## src/rtl/spiker_writer.sv

```systemverilog
// Output-spike accumulator: counts per-neuron spikes over N_STEPS handshakes,
// then streams the N_OUT counts to the register file and raises a done status.
module spiker_writer #(
    parameter int WIDTH   = 32,
    parameter int N_OUT   = 10,
    parameter int N_STEPS = 25,
    parameter int CNT_W   = 16,
    localparam int IDX_W  = (N_OUT > 1) ? $clog2(N_OUT) : 1
) (
    input  logic             clk_i,
    input  logic             rst_ni,
    input  logic             test_mode_i,
    input  logic             start_i,
    input  logic [N_OUT-1:0] spikes_i,
    input  logic             spikes_valid_i,
    output logic             spikes_ready_o,
    output logic [WIDTH-1:0] res_data_o,
    output logic [IDX_W-1:0] res_idx_o,
    output logic             res_de_o,
    output logic             done_o,
    output logic             done_de_o,
    input  logic             done_clr_i,
    output logic             busy_o
);

    localparam int STEP_W = (N_STEPS > 1) ? $clog2(N_STEPS) : 1;
    localparam logic [STEP_W-1:0] LAST_STEP = STEP_W'(N_STEPS - 1);
    localparam logic [IDX_W-1:0]  LAST_IDX  = IDX_W'(N_OUT - 1);

    typedef enum logic [1:0] {IDLE, ACCUM, WRITE, DONE} state_e;

    state_e             state_q, state_d;
    logic [CNT_W-1:0]   cnt_q [N_OUT];
    logic [CNT_W-1:0]   cnt_d [N_OUT];
    logic [STEP_W-1:0]  step_q, step_d;
    logic [IDX_W-1:0]   idx_q, idx_d;
    logic [WIDTH-1:0]   data_q, data_d;
    logic               de_q, de_d;
    logic               done_q, done_d;
    logic               done_de_q, done_de_d;
    logic               ready_q, ready_d;
    logic               busy_q, busy_d;
    logic               unused_test_mode;

    assign unused_test_mode = test_mode_i;

    function automatic logic [CNT_W-1:0] sat_inc(input logic [CNT_W-1:0] c, input logic inc);
        if (inc && (c != {CNT_W{1'b1}})) return c + CNT_W'(1);
        return c;
    endfunction

    always_comb begin
        state_d   = state_q;
        cnt_d     = cnt_q;
        step_d    = step_q;
        idx_d     = idx_q;
        data_d    = data_q;
        de_d      = 1'b0;
        done_d    = done_q;
        done_de_d = 1'b0;
        case (state_q)
            IDLE: begin
                if (start_i) begin
                    state_d = ACCUM;
                    step_d  = '0;
                    for (int i = 0; i < N_OUT; i++) cnt_d[i] = '0;
                end
            end
            ACCUM: begin
                if (spikes_valid_i && ready_q) begin
                    for (int i = 0; i < N_OUT; i++) cnt_d[i] = sat_inc(cnt_q[i], spikes_i[i]);
                    step_d = step_q + STEP_W'(1);
                    // The final step goes straight into the first result write.
                    if (step_q == LAST_STEP) begin
                        state_d = WRITE;
                        idx_d   = '0;
                        data_d  = WIDTH'(cnt_d[0]);
                        de_d    = 1'b1;
                    end
                end
            end
            WRITE: begin
                if (idx_q == LAST_IDX) begin
                    state_d   = DONE;
                    done_d    = 1'b1;
                    done_de_d = 1'b1;
                end else begin
                    idx_d  = idx_q + IDX_W'(1);
                    data_d = WIDTH'(cnt_q[idx_d]);
                    de_d   = 1'b1;
                end
            end
            DONE: begin
                if (done_clr_i) begin
                    state_d   = IDLE;
                    done_d    = 1'b0;
                    done_de_d = 1'b1;
                end
            end
            default: state_d = IDLE;
        endcase
        ready_d = (state_d == ACCUM);
        busy_d  = (state_d == ACCUM) || (state_d == WRITE);
    end

    always_ff @(posedge clk_i or negedge rst_ni) begin
        if (!rst_ni) begin
            state_q   <= IDLE;
            step_q    <= '0;
            idx_q     <= '0;
            data_q    <= '0;
            de_q      <= 1'b0;
            done_q    <= 1'b0;
            done_de_q <= 1'b0;
            ready_q   <= 1'b0;
            busy_q    <= 1'b0;
            for (int i = 0; i < N_OUT; i++) cnt_q[i] <= '0;
        end else begin
            state_q   <= state_d;
            step_q    <= step_d;
            idx_q     <= idx_d;
            data_q    <= data_d;
            de_q      <= de_d;
            done_q    <= done_d;
            done_de_q <= done_de_d;
            ready_q   <= ready_d;
            busy_q    <= busy_d;
            cnt_q     <= cnt_d;
        end
    end

    assign spikes_ready_o = ready_q;
    assign res_data_o     = data_q;
    assign res_idx_o      = idx_q;
    assign res_de_o       = de_q;
    assign done_o         = done_q;
    assign done_de_o      = done_de_q;
    assign busy_o         = busy_q;

endmodule

```

## config.mk

```make
export PLATFORM = sky130hd
export DESIGN_NAME = spiker_writer
export DESIGN_NICKNAME = d
export VERILOG_FILES = /design/src/rtl/spiker_writer.sv
export SDC_FILE = /design/constraint.sdc
export NUM_CORES = 1
export LEC_CHECK = 0
export ABC_CLOCK_PERIOD_IN_PS = 3380
export CORE_MARGIN = 5
export CORE_UTILIZATION = 61
export CTS_CLUSTER_DIAMETER = 150
export DETAILED_ROUTE_END_ITERATION = 12
export PLACE_DENSITY = 0.88
export SLEW_MARGIN = 5
export SYNTH_ARGS = -nofsm -noshare
export SYNTH_HDL_FRONTEND = slang
export SYNTH_SLANG_ARGS = --single-unit
```

## constraint.sdc

```tcl
create_clock -name clk_i -period 3.38 [get_ports clk_i]
set_clock_uncertainty 0.15 [all_clocks]
set_input_delay 0.676 -clock clk_i [delete_from_list [all_inputs] [get_ports clk_i]]
set_output_delay 0.676 -clock clk_i [all_outputs]
set_load 0.01 [all_outputs]
```

# After elaboration in Yosys (flattened, before gate mapping)

Cells that the tools add are included.

$lt $le $gt $ge: 1
Bitwise logic cells: 1
Eq/ne operators: 32
Add/sub/neg operators: 12
Reduce and logical (&&, ||, !) cells: 28
Mux-type cells: 83

Operators with widths:

| operator                                       | number |
|---|---|
| 2-to-1 mux 16 bit                              | 22 |
| 2-to-1 mux 160 bit                             | 2 |
| one-hot mux 160 bit (2 select lines)           | 1 |
| adder 16 x 1 -> 16 bit (second input constant) | 10 |
| inequality test 16 bit (second input constant) | 10 |
| 2-to-1 mux 32 bit                              | 3 |
| binary-select mux 16 bit (select 4 bit)        | 1 |
| one-hot mux 32 bit (2 select lines)            | 1 |
| AND reduction 4 bit                            | 10 |
| 2-to-1 mux 1 bit                               | 37 |
| inequality test 2 bit (second input constant)  | 15 |
| 2-to-1 mux 4 bit                               | 3 |
| logical AND 1 bit                              | 11 |
| 2-to-1 mux 2 bit                               | 5 |
| 2-to-1 mux 5 bit                               | 2 |
| one-hot mux 5 bit (2 select lines)             | 1 |
| one-hot mux 2 bit (4 select lines)             | 1 |
| one-hot mux 4 bit (2 select lines)             | 1 |
| == test 2 bit (second input constant)          | 3 |
| one-hot mux 1 bit (2 select lines)             | 3 |
| AND reduction 3 bit                            | 2 |
| nonzero test 2 bit                             | 3 |
| adder 5 x 1 -> 5 bit (second input constant)   | 1 |
| == test 5 bit (second input constant)          | 1 |
| other kinds (7)                                | 8 |

Output and inout port bits: 41
Input port bits: 16
Flip-flop bits (word level): 208

# Logic depth before layout (Yosys ltp)

Depth after elaboration: 9
Gate-level depth with buffers: 10
Gate-level depth less buffers: 9

# Worst setup path before layout

OpenSTA, ideal clock, no wires.

Path kind: reg-to-reg
Start point: register state_q[0]
End point: register cnt_q[31] (netlist name)
Buffers on the path: 3
Clock period less this slack: 2.433 ns
Arrival: 2.205 ns
Slack: 0.947 ns
Cell stages (with the launch flop): 11
Path through: dfrtp_1 -> inv_1 -> ha_1 -> buf_6 -> mux2_4 -> buf_8 -> nand3_4 -> or3_1 -> buf_2 -> or4_1 -> a21oi_1

Cells in the longest elaborated chain, start to end: 3
Elaborated cells on any way between the ends: 8
Classes of those cells: eq/ne (4); mux (1); reduce/logical (3)

RTL lines:

| element                                                                      | line | source |
|---|---|---|
| start: declaration                                                           | 32   | `state_e state_q, state_d;` |
| start signal: assignment                                                     | 119  | `state_q <= state_d;` |
| == test 2 x 1 -> 1 bit or logical NOT 2 bit (tied branches)                  | 61   | `case (state_q)` |
| inequality test 2 bit (no source line) or nonzero test 2 bit (tied branches) | n/a  |  |
| AND reduction 4 bit (no source line)                                         | n/a  |  |
| end signal: assignment                                                       | 128  | `cnt_q <= cnt_d;` |
| end: declaration                                                             | 33   | `logic [CNT_W-1:0] cnt_q [N_OUT];` |

Several ways; a longest one is shown, not always the timed one.
A chain may end at the register's enable or synchronous reset.

# Final worst setup path

Start point: register idx_q[0], in the netlist res_idx_o[0]
End point: output res_idx_o[0]

RTL lines:

| element                  | line | source |
|---|---|---|
| start: declaration       | 36   | `logic [IDX_W-1:0] idx_q, idx_d;` |
| start signal: assignment | 121  | `idx_q <= idx_d;` |
| end: declaration         | 18   | `output logic [IDX_W-1:0] res_idx_o,` |

No word-level cell between the ends.

==> results.py <==
metrics = {
    "layout": {
        "area_growth_pct": 10.7,
        "diodes": 0,
        "design_area_mm2": 0.0132,
        "nNetsFinal": 1323,
        "drive_gt1_share_pct": 9.68,
    },
    "placed_design": {
        "gp_congestion": 0.964,
        "hpwl_mm": 23.0,
        "port_buffers": 39,
        "placed_area_mm2": 0.0126,
        "pre_cts_slack_ns": 0.239,
    },
    "power": {
        "p_sw_mw": 2.61,
        "pwr-share-comb_pct": 29.8,
        "p_seq_share_pct": 40.9,
        "netSwitchingFraction_pct": 36.5,
        "clock_power_share_pct": 29.3,
        "intPower_mw": 4.54,
        "cellLeakagePower_nw": 5.17,
        "powerDensity_mw_per_mm2": 542,
        "ir_drop_uv": 276,
    },
    "grt": {
        "antenna_found_initial": 0,
        "grt_pass1_wl_mm": 53.0,
        "grtUsageTotal_pct": 30.0,
        "grt_max_degree": 83,
        "overflow": 0,
        "grt_pass1_vias": 10000,
    },
    "clock_network": {
        "cts_hold_buffers": 0,
        "clock_latency_ns": 0.45,
        "htreeDepth": 4,
        "cts_root_buf": "clkbuf_16",
        "cts_made_buffers": 17,
        "cts_buffer_depth": 2,
        "cts_setup_buffers": 0,
        "cts_tree": "done",
        "cts.reportedPaths.clkPinSlew_ns": 0.07,
        "clock-sinks": 192,
        "cts_resized": 0,
    },
    "routing": {
        "vias": 10700,
        "drc": 0,
        "drtPass1Iterations": 9,
        "wl_per_cell_um": 20.9,
        "wl_mm": 32.7,
        "vias_per_cell": 6.81,
        "initialDrtViolationCount": 1437,
        "antenna_left": 0,
    },
    "setup_path": {
        "rr_startpoint": "cnt_q[97]",
        "crit_family": "buffers and inverters",
        "end_kind": "output port",
        "cp.required_ns": 2.55,
        "critPathSlowestCell": "clkdlybuf4s50_1",
        "r2r_cells": 6,
        "start_kind": "register",
        "path_cells": "buf_4 > clkdlybuf4s50_1",
        "reg2reg_to": "cnt_q[103]",
        "critPathKind": "reg -> out",
        "cp_max_fo": 39,
        "worst_ep_arrival_time_ns": 2.05,
        "path_buf_inv": 2,
        "r2r_slack_ns": 0.51,
        "slowest_delay_ns": 0.66,
    },
    "sta": {
        "fin_crit_ns": 2.88,
        "setup_total_negative_slack_ns": 0,
        "maxSlewViolCount": 0,
        "hold_ws_ns": 0.131,
        "fin_crit_sh_pct": 85.1,
        "worstMarginPinSlew_ns": 1.06,
        "postLayoutSetupSlackWorst_ns": 0.502,
        "slew_headroom_pct": 28.9,
        "rsz0062_at_grt": "false",
        "setup_viol": 0,
        "fmax_mhz": 348,
        "hold_viol_final": 0,
    },
    "yosys": {
        "ys_warn_count": 0,
        "synth_common_cells": "dfrtp_1 (192), nand2_1 (113), nor2_1 (94)",
        "ys_ff_latch": 192,
        "syn_avg_cell_area_um2": 9.40,
        "synth_cell_types": 73,
        "synth_edf_count": 0,
        "synth_ff_type": "dfrtp_1",
        "yosysSeqAreaShare_pct": 40.4,
        "synth.cell_area_mm2": 0.0119,
        "yosysTopAreaCell": "dfrtp_1",
        "synth_top_cell_area_share_pct": 40.4,
        "async_flop_share_pct": 100,
        "synth.most_common_cell": "dfrtp_1",
        "synthTopCellsByArea": "dfrtp_1 (40%), mux4_2 (5.7%), nand2_1 (3.6%)",
        "synth_cells": 1266,
    },
    "job": {
        "cap_violations": 0,
    },
    "floorplanning": {
        "die-area_mm2": 0.0224,
        "initial_core_util_pct": 61.6,
        "ioPinCount": 57,
        "design.core.area_mm2": 0.0193,
        "rows": 51,
        "die_y_um": 150,
        "die_w_um": 150,
    },
    "hold_path": {
        "min_path_type": "in -> async",
    },
    "status": {
        "status": "finished, final reports clean",
    },
}
## per-layer routing
metal	share of wire [%]	vias to the layer above	global-route usage, %
met5	0	-	0
met3	9.4	124	5.60
met2	46	624	46.7
li1	-	4786	-
met4	4.8	0	14.6
met1	39	5134	40.6
## registers in the layout, summed over array words and instances, names as in the netlist
register / flops
step_q: 5
busy_o: 1
res_data_o: 16
done_de_o: 1
state_q: 2
res_idx_o: 4
done_o: 1
cnt_q: 160
spikes_ready_o: 1
res_de_o: 1
## how the worst max path moves through the flow
| stage | startpoint | to | slack [ns] | depth (start not counted) |
|---|---|---|---|---|
| 2_1_floorplan | state_q[0] | cnt_q[31] | 0.95 | 10 |
| 3_3_place_gp | spikes_valid_i | cnt_q[71] | 0.26 | 7 |
| 3_5_place_dp | spikes_valid_i | cnt_q[75] | 0.24 | 7 |
| 4_1_cts | res_idx_o[0] | res_idx_o[0] | 0.48 | 2 |
| 5_1_grt | state_q[0] | cnt_q[77] | 0.37 | 8 |
| 6_report | res_idx_o[0] | res_idx_o[0] | 0.50 | 2 |
## placed cells by master (no fill, tap or decap), types with 31 or more instances in the layout
cell type	netlist	routed
nand2_1	113	113
nand4_1	37	37
nand3_1	76	76
clkdlybuf4s50_1	0	38
a21oi_1	60	60
dfrtp_1	192	191
buf_4	16	34
xor2_1	35	35
and3_1	31	31
xnor2_1	38	38
nor2_1	94	93
o21ai_0	74	74
mux2i_1	38	38
## through the flow
stage	power, mW	instances	utilization, %
finish	7.15	1566	68.2
global route	7.47	1566	68.2
CTS	7.11	1566	68.2
detailed placement	5.04	1534	65.1
global placement	4.93	1534	65.1
floorplan	4.13	1281	-
## cell type report
cell class	count	area [um2]
repair buffers	76	709
flip-flops and latches	192	4810
inverters	25	93.8
fillers	1401	6150
well taps	265	332
multi-input cells	976	6640
clock buffers	17	425
clock inverters	15	176
## logic make-up (layout without fill, tap and decap cells)
| kind of cell | count (synthesis) | count (layout) | synth area share, % |
|---|---|---|---|
| muxes | 74 | 74 | 9.47 |
| AOI/OAI and AO/OA | 288 | 288 | 16.0 |
| and+or+nand+nor | 505 | 505 | 22.2 |
| DFF | 192 | 192 | 40.4 |
| xor gates and xnor gates | 74 | 74 | 5.51 |
| buffers and inverters | 113 | 133 | 4.41 |
| adders and majority gates | 19 | 19 | 2.00 |
| other | 1 | 16 | 0.0315 |
## power by group through the flow
stage               clock (mW)  combinational (mW)  sequential [mW]
global route              2.21                2.31             2.96
floorplan                    0                1.26             2.88
CTS                       2.10                2.10             2.90
detailed placement           0                2.09             2.95
global placement             0                2.00             2.93
finish                    2.10                2.13             2.92
Note: power is estimated with default switching activity, not from simulation.
==> variant, RTL diff (config.mk and constraints unchanged) <==
Set the parameter `CNT_W` to 24 (it was 16).
--- a/src/rtl/spiker_writer.sv
+++ b/src/rtl/spiker_writer.sv
@@ -4,7 +4,7 @@
     parameter int WIDTH   = 32,
     parameter int N_OUT   = 10,
     parameter int N_STEPS = 25,
-    parameter int CNT_W   = 16,
+    parameter int CNT_W   = 24,
     localparam int IDX_W  = (N_OUT > 1) ? $clog2(N_OUT) : 1
 ) (
     input  logic             clk_i,
Function: no difference found for any inputs over 4 cycles, from zero or initial values and one cycle with rst_ni low; that may be too few to reach the edited logic, so the function may still have changed.
==> variant against the original RTL <==
The run now ends with hold timing left. Routed wire length grew 54%. Worst setup slack lost 0.24 ns. Area after synthesis grew 44%. Final cell count grew 48%. Core utilization grew 0.89 points. Total power grew 47%. Design area grew 46%. Sequential cell count grew 88. Non-clock buffer count grew 24.
==> variant: results (changes against the original RTL) <==
CTS root buffer clkbuf_16; IO Port Bufs 47 (+21%); Crit path arrival time 3.43 ns (+1.38 ns); CTS Buf Count 31 (+14); Filler cells 2092 (+49%); share of cells above drive strength 1 9.990% (+0.30 points); met3 wire len 5540 um (+80%); Ant. Diodes 0 (unchanged); pin count of the biggest net entering global routing 88 (+6.0%); Metal-1 WL 19090 um (+48%); fin nets 1945 (+47%); detailed placer's ending HPWL 35630 um (+55%); Worst-Skew Late Latency 0.57 ns (+0.12 ns); Synth area leaders dfrtp_1, mux4_2, nor2_1; vias in the first global route 14800 (+47%); H-tree depth reported by CTS 1 (-3); maximum vdd drop 408.0 uV (+48%); most common cell in the netlist dfrtp_1; Via density 6.777 (-0.51%); Worst Tran Pin Value 0.8639 ns (-0.1925 ns); Seq/Total Area, Yosys 40.86% (+0.50 points); Largest register FFs 240 (+50%); Routed WL 50440 um (+54%); CP peak stage delay 0.69 ns (+0.03 ns); failing checks hold timing; all-layer global routing usage 31.98% (+2.0 points); worst slack at placement -0.03234 ns (-0.2714 ns); type of the tightest min-delay check in -> async; Unique masters post-synth 86 (+18%); first-pass GRT wire length 80360 um (+52%); async set or reset register ratio after synthesis 100.0% (unchanged); Worst path top cell family by delay compound AO/OA/AOI/OAI gates; DRT iter0 DRCs 2573 (+79%); leakage dissipation 7.878 nW (+53%); clock buffer depth 3 (+1); initial antenna violation count 0 (unchanged); sequential power 4.03 mW (+38%); Synth Warn # 0 (unchanged); Crit Path Max Fanout 14 (-64%); global placer's final weighted congestion 1.002 (+4.0%); post-CTS setup buffers 0 (unchanged); status finished, violations left; Comb power frac 28.6% (-1.2 points); CP max stage cell o21ai_1; hold slack -0.02882 ns (-0.1603 ns); top cells by count, synth dfrtp_1, nor2_1, nand2_1; Final Hold Fails 18 (+18); drt pass-1 iters 6 (-3); switching power 3.714 mW (+42%); Top Layer Used met4; metal2 WL 22780 um (+50%)
-- variant: cell families after synthesis --
family | count (synthesis) | share of synthesized area, %
compound gates | 350 | 13.05
xor+xnor | 136 | 6.946
fa+ha+maj | 19 | 1.386
buf+inv | 157 | 3.881
flops | 280 | 40.86
mux | 101 | 9.456
other cells | 1 | 0.02187
simple gates | 837 | 24.40
-- variant: cell type report --
| type | count | area (um2) | share of cell area, % |
|---|---|---|---|
| Multi-Input combinational cell | 1451 | 9519 | 49.62 |
| Sequential cell | 280 | 7010 | 36.54 |
| Inverter | 46 | 172.7 | 0.9000 |
| Tap cell | 378 | 473.0 | 2.465 |
| Clock inverter | 15 | 157.7 | 0.8217 |
| Timing Repair Buffer | 100 | 973.4 | 5.074 |
| Clock buffer | 40 | 879.6 | 4.585 |
-- variant: metrics by stage --
step	cell area, um2	util [%]	hold slack (ns)	std cells	total power, mW
final	19190	69.06	-0.02882	2310	10.49
after global routing	19190	69.06	0.03045	2310	10.88
after CTS	19190	69.06	0.005573	2310	10.43
after detailed placement	18150	65.33	0.3368	2255	6.956
after global placement	18150	65.33	0.3168	2255	6.821
after floorplan	17180	-	0.2304	1888	5.674
-- variant: worst paths after layout --
kind / from / end / slack, ns / cells past startpoint
max: state_q[1] / cnt_q[46] / 0.26 / 7
min: rst_ni / step_q[3] / -0.03 / 1
max reg2reg: state_q[1] / cnt_q[46] / 0.26 / 7
min reg2reg: res_data_o[0] / res_data_o[0] / 0.36 / 2
max in group asynchronous: rst_ni / cnt_q[69] / 2.30 / 2
min in group clk_i: res_data_o[0] / res_data_o[0] / 0.36 / 2
-- variant: layer usage --
metal	up-vias	track usage [%]
met5	-	0
met4	0	16.24
met3	210	4.921
met2	1080	50.15
met1	7475	43.53
li1	6891	-
